`src/rtl/regfile_pkg.sv`:
```
// Shared register-file definitions used by decode, issue, writeback and the
// register file itself.
package regfile_pkg;

  localparam int DEFAULT_DATA_W   = 64;
  localparam int DEFAULT_NUM_REGS = 32;
  localparam int DEFAULT_RD_PORTS = 2;
  localparam int REG_IDX_W        = $clog2(DEFAULT_NUM_REGS);

  typedef logic [REG_IDX_W-1:0] reg_idx_t;

  localparam reg_idx_t REG_ZERO = '0;

endpackage : regfile_pkg

```
`src/rtl/regfile_read_port.sv`:
```
// One registered read port: write-first bypass, r0 forcing, and the
// valid/busy pipeline stage.
module regfile_read_port
  import regfile_pkg::*;
#(
  parameter int DATA_W = DEFAULT_DATA_W,
  parameter int ADDR_W = REG_IDX_W
) (
  input  logic              clk,
  input  logic              reset_n,
  input  logic              rdEn,
  input  logic [ADDR_W-1:0] rdAddr,
  input  logic [DATA_W-1:0] memData,
  input  logic              busyNext,
  input  logic              wrEn,
  input  logic [ADDR_W-1:0] wrAddr,
  input  logic [DATA_W-1:0] wrData,
  output logic [DATA_W-1:0] rdData,
  output logic              rdValid,
  output logic              rdBusy
);

  localparam logic [ADDR_W-1:0] ZERO_IDX = ADDR_W'(REG_ZERO);

  logic              isZero;
  logic [DATA_W-1:0] dataNext;

  assign isZero = (rdAddr == ZERO_IDX);

  // NOTE: assign a default first so every path drives dataNext; no latch.
  always_comb begin
    dataNext = memData;
    if (isZero) begin
      dataNext = '0;
    end else if (wrEn && (wrAddr == rdAddr)) begin
      dataNext = wrData;
    end
  end

  // NOTE: non-blocking assignments for all flop state so every flop samples
  // pre-edge values regardless of statement order.
  always_ff @(posedge clk or negedge reset_n) begin
    if (!reset_n) begin
      rdData  <= '0;
      rdValid <= 1'b0;
      rdBusy  <= 1'b0;
    end else begin
      rdValid <= rdEn;
      if (rdEn) begin
        rdData <= dataNext;
        rdBusy <= busyNext && !isZero;
      end
    end
  end

endmodule : regfile_read_port

```
`src/rtl/regfile_scoreboard.sv`:
```
// Integer register file with N registered read ports, one write port and a
// per-register busy scoreboard for in-order hazard detection.
module regfile_scoreboard
  import regfile_pkg::*;
#(
  parameter  int BUS_DATA_WIDTH = DEFAULT_DATA_W,
  parameter  int NUM_REGS       = DEFAULT_NUM_REGS,
  parameter  int NUM_RD_PORTS   = DEFAULT_RD_PORTS,
  localparam int ADDR_W         = $clog2(NUM_REGS)
) (
  input  logic                                   clk,
  input  logic                                   reset_n,
  input  logic [NUM_RD_PORTS-1:0]                rd_en,
  input  logic [NUM_RD_PORTS*ADDR_W-1:0]         rd_addr,
  output logic [NUM_RD_PORTS*BUS_DATA_WIDTH-1:0] rd_data,
  output logic [NUM_RD_PORTS-1:0]                rd_valid,
  output logic [NUM_RD_PORTS-1:0]                rd_busy,
  input  logic                                   wr_en,
  input  logic [ADDR_W-1:0]                      wr_addr,
  input  logic [BUS_DATA_WIDTH-1:0]              wr_data,
  input  logic                                   sb_set_en,
  input  logic [ADDR_W-1:0]                      sb_set_addr,
  output logic [NUM_REGS-1:0]                    busy_vec
);

  localparam logic [ADDR_W-1:0] ZERO_IDX = ADDR_W'(REG_ZERO);

  logic [BUS_DATA_WIDTH-1:0] regMem [NUM_REGS];
  logic [NUM_REGS-1:0]       busyQ;
  logic [NUM_REGS-1:0]       busyNext;

  // NOTE: the array is cleared by reset because software may read any
  // register before writing it; it is therefore built from flops, not SRAM.
  always_ff @(posedge clk or negedge reset_n) begin
    if (!reset_n) begin
      for (int i = 0; i < NUM_REGS; i++) begin
        regMem[i] <= '0;
      end
    end else if (wr_en && (wr_addr != ZERO_IDX)) begin
      regMem[wr_addr] <= wr_data;
    end
  end

  // Set is applied after clear so a newly issued producer keeps the register
  // pending while the previous producer retires.
  always_comb begin
    busyNext = busyQ;
    if (wr_en) begin
      busyNext[wr_addr] = 1'b0;
    end
    if (sb_set_en) begin
      busyNext[sb_set_addr] = 1'b1;
    end
    busyNext[0] = 1'b0;
  end

  always_ff @(posedge clk or negedge reset_n) begin
    if (!reset_n) begin
      busyQ <= '0;
    end else begin
      busyQ <= busyNext;
    end
  end

  assign busy_vec = busyQ;

  for (genvar p = 0; p < NUM_RD_PORTS; p++) begin : g_rd_port
    logic [ADDR_W-1:0] portAddr;

    assign portAddr = rd_addr[p*ADDR_W +: ADDR_W];

    regfile_read_port #(
      .DATA_W (BUS_DATA_WIDTH),
      .ADDR_W (ADDR_W)
    ) u_read_port (
      .clk      (clk),
      .reset_n  (reset_n),
      .rdEn     (rd_en[p]),
      .rdAddr   (portAddr),
      .memData  (regMem[portAddr]),
      .busyNext (busyNext[portAddr]),
      .wrEn     (wr_en),
      .wrAddr   (wr_addr),
      .wrData   (wr_data),
      .rdData   (rd_data[p*BUS_DATA_WIDTH +: BUS_DATA_WIDTH]),
      .rdValid  (rd_valid[p]),
      .rdBusy   (rd_busy[p])
    );
  end

endmodule : regfile_scoreboard

```
`config.mk`:
```
export PLATFORM = sky130hd
export DESIGN_NAME = regfile_scoreboard
export DESIGN_NICKNAME = d
export VERILOG_FILES = /design/src/rtl/regfile_pkg.sv /design/src/rtl/regfile_read_port.sv /design/src/rtl/regfile_scoreboard.sv
export SDC_FILE = /design/constraint.sdc
export NUM_CORES = 2
export LEC_CHECK = 0
export CORE_MARGIN = 5
export CORE_UTILIZATION = 55
export DETAILED_ROUTE_END_ITERATION = 7
export GPL_ROUTABILITY_DRIVEN = 0
export GPL_TIMING_DRIVEN = 0
export PLACE_DENSITY_LB_ADDON = 0.08
export SLEW_MARGIN = 10
export SYNTH_ARGS = -nofsm -noshare
export SYNTH_HDL_FRONTEND = slang
export SYNTH_SLANG_ARGS = --single-unit
```
`constraint.sdc`:
```
create_clock -name clk -period 2.5 [get_ports clk]
set_input_delay 0.5 -clock clk [delete_from_list [all_inputs] [get_ports clk]]
set_output_delay 0.5 -clock clk [all_outputs]
set_load 0.05 [all_outputs]
```
After elaboration in Yosys (flattened, before gate mapping) --
Cells that the tools add are included.
Word-level totals: output and inout port bits 164, logic and storage cells 93, bits of input ports 90, register bits after elaboration 2211
Cells by class: equality and inequality tests 2, reductions and logical operators 13, multiplexer cells 23, order comparisons 10, bitwise gates (word level) 6
Operators with widths (count):
- $bwmux 2048 | 1
- $bmux 64 s5 | 2
- $mux 64 | 9
- $demux 64 s5 | 1
- $mux 32 | 2
- $and 32x32->32 | 1
- $not 32->32 | 1
- $or 32x32->32 | 1
- $lt 5x6->1 const B | 4
- $ge 6x6->1 const B | 3
- $not 5->6 | 3
- $bmux 1 s5 | 2
- $demux 1 s5 | 2
- $eq 5x5->1 | 2
- $ge 5x1->1 const B | 2
- $logic_not 5->1 | 2
- $logic_and 1x1->1 | 8
- $lt 6x1->1 const B | 1
- $reduce_bool 5->1 | 1
- $mux 1 | 4
- $logic_not 1->1 | 2

Depth between registers and ports, before layout --
depth in word-level cells 12, gate-level depth with buffers 12

Cells and area by module --
A second synthesis with hierarchy kept.
Second synthesis, totals: cell total of the unflattened synthesis 8520, area total of the unflattened synthesis 116784.5 um^2
By module, submodules not included:
- regfile_scoreboard | area an instance 109409.9 um^2, times used 1, cells each 7766
- regfile_read_port | area an instance 3687.3 um^2, times used 2, cells each 377

Worst setup path before layout --
Ideal clock, no wire load.
kind input to register, start point in rd_addr[5], end point reg g_rd_port[1].u_read_port.rdData[13], required time 2.377 ns, stages 8, buffers on the path 3, data arrival time 2.457 ns, setup slack -0.080 ns, library setup time 0.123 ns, cell sequence buf_2 buf_6 buf_2 mux4_2 mux4_2 or2_0 a21oi_1 o2bb2ai_1
Between the ends: word-level cells in the longest chain between the ends 6, elaborated cells between the ends (all ways) 9, classes of those cells eq/ne: 1; mux: 5; bitwise: 1; reduce/logical: 2
Ends and longest elaborated chain:
- start, declared | line regfile_scoreboard.sv:14 | input logic [NUM_RD_PORTS*ADDR_W-1:0] rd_addr,
- $not 5->6 (implied by the code) | line regfile_scoreboard.sv:80 | .memData (regMem[portAddr]),
- $bmux 64 s5 | line regfile_scoreboard.sv:80
- $mux 64 (implied by the code) (2 in series) | line regfile_scoreboard.sv:80
- $mux 64 | line regfile_read_port.sv:35 | end else if (wrEn && (wrAddr == rdAddr)) begin
- $mux 64 (*) | line regfile_read_port.sv:33 | if (isZero) begin
- end signal, assigned | line regfile_read_port.sv:50 | rdData <= dataNext;
- end, declared | line regfile_read_port.sv:18 | output logic [DATA_W-1:0] rdData,
Every way passes the cells marked *; elsewhere a longest branch is shown, timed or not. The select of a mux whose other input is x is not followed. A chain may end at the register's enable or synchronous reset.

Final worst setup path --
start point in wr_en, end point reg regMem[241] in the netlist's numbering
Between the ends: word-level cells in the longest chain between the ends 1
Ends and longest elaborated chain:
- start, declared | line regfile_scoreboard.sv:18 | input logic wr_en,
- $logic_and 1x1->1 | line regfile_scoreboard.sv:39 | end else if (wr_en && (wr_addr != ZERO_IDX)) begin
- end signal, assigned by index | line regfile_scoreboard.sv:40 | regMem[wr_addr] <= wr_data;
- end, declared | line regfile_scoreboard.sv:28 | logic [BUS_DATA_WIDTH-1:0] regMem [NUM_REGS];
No other way between the ends.

==> flow_metrics.env <==
export IMPL_crit_family="buffers and inverters"
export IMPL_violations="design-rule violations, negative hold slack, negative setup slack"
export IMPL_yosysTopAreaCell="dfrtp_1"
export IMPL_reg2reg_slack_ns=0.08
export IMPL_setup_viol=775
export IMPL_cts_max_level=4
export IMPL_routed_wl_um=509000
export IMPL_wl_met3_um=73500
export IMPL_placeableCoreArea_mm2=0.212
export IMPL_met2_wirelength_um=209000
export IMPL_fin_crit_sh_pct=110
export IMPL_arrival_ns=3.50
export IMPL_drc_errors=18
export IMPL_crit_path_start_kind="input pin"
export IMPL_rr_endpoint="g_rd_port[0].u_read_port.rdData[63]$_DFFE_PN0P_"
export IMPL_viasPerCell=7.37
export IMPL_cp_slowest_stage_delay_ns=0.59
export IMPL_regToRegStartpoint="regMem[1343]$_DFFE_PN0P_"
export IMPL_maxCapViolations=0
export IMPL_mostFrequentLayoutCell="dfrtp_1"
export IMPL_placed_cells=11548
export IMPL_die_area_mm2=0.221
export IMPL_io_pins=254
export IMPL_vias=89014
export IMPL_synthArstFlopShare_pct=100
export IMPL_layout_common_cells="dfrtp_1 (2,211), mux2_2 (1,844), mux4_2 (880)"
export IMPL_first_global_vias=87753
export IMPL_antenna_found_initial=50
export IMPL_core_rowCount=169
export IMPL_initial_core_util_pct=55.1
export IMPL_synth_distinct_cells=48
export IMPL_top_layer_used="met5"
export IMPL_clock_sinks=2211
export IMPL_dpl_hpwl_um=350000
export IMPL_finalClockSkew_ns=0.0352
export IMPL_detail_route_wl_per_cell_um=42.2
export IMPL_dieWidth_um=471
export IMPL_rsz0062_at_grt="yes"
export IMPL_grt_start_max_net_pins=165
export IMPL_slew_viol_final=0
export IMPL_layoutNonFillerInstCount=12071
export IMPL_area_growth_pct=15.9
export IMPL_dr_pass1_iters=8
export IMPL_synth_seq_cells=2211
export IMPL_cts_made_buffers=235
export IMPL_fmax_mhz=365
export IMPL_yosys_top_cells_area="dfrtp_1 (47%), mux2_2 (18%), mux4_2 (17%)"
export IMPL_p_leak_nw=59.6
export IMPL_crit_top_cell="clkbuf_2"
export IMPL_grt_use_total_pct=45.3
export IMPL_first_iter_violations=13448
export IMPL_synth_area_mm2=0.117
export IMPL_fill_cells=15817
export IMPL_synth_cells=8422
export IMPL_insertion_delay_ns=0.92
export IMPL_clockBufferDepth=3
export IMPL_syn_avg_cell_area_um2=13.9
export IMPL_cts_root_buf="clkbuf_16"
export IMPL_grt_pass1_wl_um=697000
export IMPL_critPathCaptureType="register"
export IMPL_port_buffer_count=244
export IMPL_outcome="finished, violations left"
export IMPL_synth_top_area_share_pct=47.4
export IMPL_crit_buf_inv=5
export IMPL_cts_tree="yes"
export IMPL_hold_viol=100
export IMPL_worstMarginPinSlew_ns=1.36
export IMPL_ir_drop_mv=0.688
export IMPL_synth_seq_area_share_pct=47.4
export IMPL_synth_ff_type="dfrtp_1"
export IMPL_hold_ws_ns=-0.456
export IMPL_drive_gt1_share_pct=43.0
export IMPL_hold_class="in2async"
export IMPL_yosysWarningCount=0
export IMPL_nNetsFinal=9062
export IMPL_synth_edf_count=0
export IMPL_p_per_area_mw_per_mm2=824
export IMPL_relSlewSlack_pct=9.12
export IMPL_wl_met1_um=178000
export IMPL_slowest_stage="clkdlybuf4s50_1"
export IMPL_crit_required_ns=3.27
export IMPL_clk_pin_slew_worst_paths_ns=0.06
export IMPL_setup_slack_ns=-0.238
export IMPL_syn_nets=8512
export IMPL_die_y_um=471
export IMPL_overflow=0
export IMPL_timing_final_crit_period_ns=2.74
export IMPL_ant_nets=0
export IMPL_reg2reg_depth=5
export IMPL_worstPathMaxFanout=12
export IMPL_crit_chain="clkdlybuf4s50_1 -> clkbuf_2 -> nand4_1 -> nor3_1 -> clkbuf_2 -> buf_12 -> buf_2 -> mux2_2"
export IMPL_path_class="in2reg"
-- worst reg2reg max path: cells and delay by family, from the launching register on --
family	cells	cell delay (ns)
flip-flops	1	0.41
multiplexers	2	0.94
AO/OA/AOI/OAI	2	0.71
AND/OR/NAND/NOR	1	0.22
-- cell usage after synthesis (5+ instances only) --
cell,count
dfrtp_1,2211
mux2_2,1844
mux4_2,880
clkbuf_1,701
nand2_1,626
mux2i_1,505
o21ai_0,305
a221oi_1,206
a22oi_1,146
o2bb2ai_1,129
buf_2,124
nor2_1,123
a21oi_1,107
a211oi_1,92
and2_1,88
buf_4,55
buf_6,39
nand3_1,38
buf_1,34
or2_0,31
inv_1,28
o2111ai_1,17
o211ai_1,10
nor3_1,9
a32oi_1,8
xor2_1,8
a22o_1,7
nor2b_1,5
-- state kept, by name, indices dropped and copies added (netlist names) --
signal / cells
g_rd_port.u_read_port.rdBusy: 2
g_rd_port.u_read_port.rdData: 128
g_rd_port.u_read_port.rdValid: 2
regMem: 2048
busy_vec: 31
-- logic make-up (layout without fill, tap and decap cells) --
kind of cell | Yosys count | after routing | share of synthesized area, %
xor gates and xnor gates | 10 | 10 | 0.0751
muxes | 3229 | 3229 | 39.1
buffers and inverters | 984 | 1742 | 3.73
other | 1 | 71 | 0.00321
DFF | 2211 | 2211 | 47.4
and+or+nand+nor | 953 | 953 | 3.49
AOI/OAI and AO/OA | 1034 | 1034 | 6.17
-- power breakdown --
| group | internal [mW] | switching (mW) |
|---|---|---|
| registers | 42.6 | 5.08 |
| clock network | 21.6 | 15.8 |
| logic | 12.9 | 13.4 |
| total | 77.1 | 34.3 |
-- worst max-delay path by stage --
stage                           from                                               to  slack [ns]  cells after the start
after floorplan           rd_addr[0]  g_rd_port[0].u_read_port.rdData[51]$_DFFE_PN0P_       -0.06                      9
after global placement       reset_n                          regMem[285]$_DFFE_PN0P_     -100.02                      1
after detailed placement  rd_addr[1]  g_rd_port[0].u_read_port.rdData[43]$_DFFE_PN0P_       -2.92                     10
after CTS                 wr_addr[1]   g_rd_port[0].u_read_port.rdData[0]$_DFFE_PN0P_       -0.23                      9
after global routing           wr_en                          regMem[241]$_DFFE_PN0P_       -0.16                      8
final                          wr_en                          regMem[241]$_DFFE_PN0P_       -0.24                      8
-- through the flow --
step           instance area, µm²  utilization (%)  setup WS [ns]  power [mW]  setup TNS [ns]
2_1_floorplan              117000                -        -0.0579        63.7           -2.27
3_3_place_gp               123000             58.0        -100.02        71.6               -
4_1_cts                    134000             63.5         -0.230         110           -3.25
6_report                   135000             63.9         -0.238         111          -47.12
3_5_place_dp               124000             58.7          -2.92        73.1        -2841.13
5_1_grt                    135000             63.8         -0.160         114           -8.92
-- routing by layer --
layer  track usage (%)  up-vias
li1                  -    33182
met2              61.2     7388
met4              35.5       18
met3              20.4     2097
met1              56.4    46329
met5             0.714        -
-- repair_timing --
action / 4_1_cts / 5_1_grt
gates resized for setup: 864 / 246
setup buffers: 7 / 10
endpoints found under the setup margin: 1836 / 1784
pin swaps: 21 / 12
endpoints found under the hold margin: 100 / 100
cloned: 0 / 2
-- cell type report --
cell class                      instances  area (µm²)  share of cell area (%)
Buffer                                942        5760                    4.26
Multi-Input combinational cell       5227       58200                    43.0
Inverter                               31         129                  0.0953
Tap cell                             2821        3530                    2.61
Clock inverter                         77        1030                   0.763
Clock buffer                          368        7110                    5.26
Antenna cell                           70         175                   0.130
Timing Repair Buffer                  324        3950                    2.92
Sequential cell                      2211       55300                    40.9
Power figures use the tool's default switching activity.
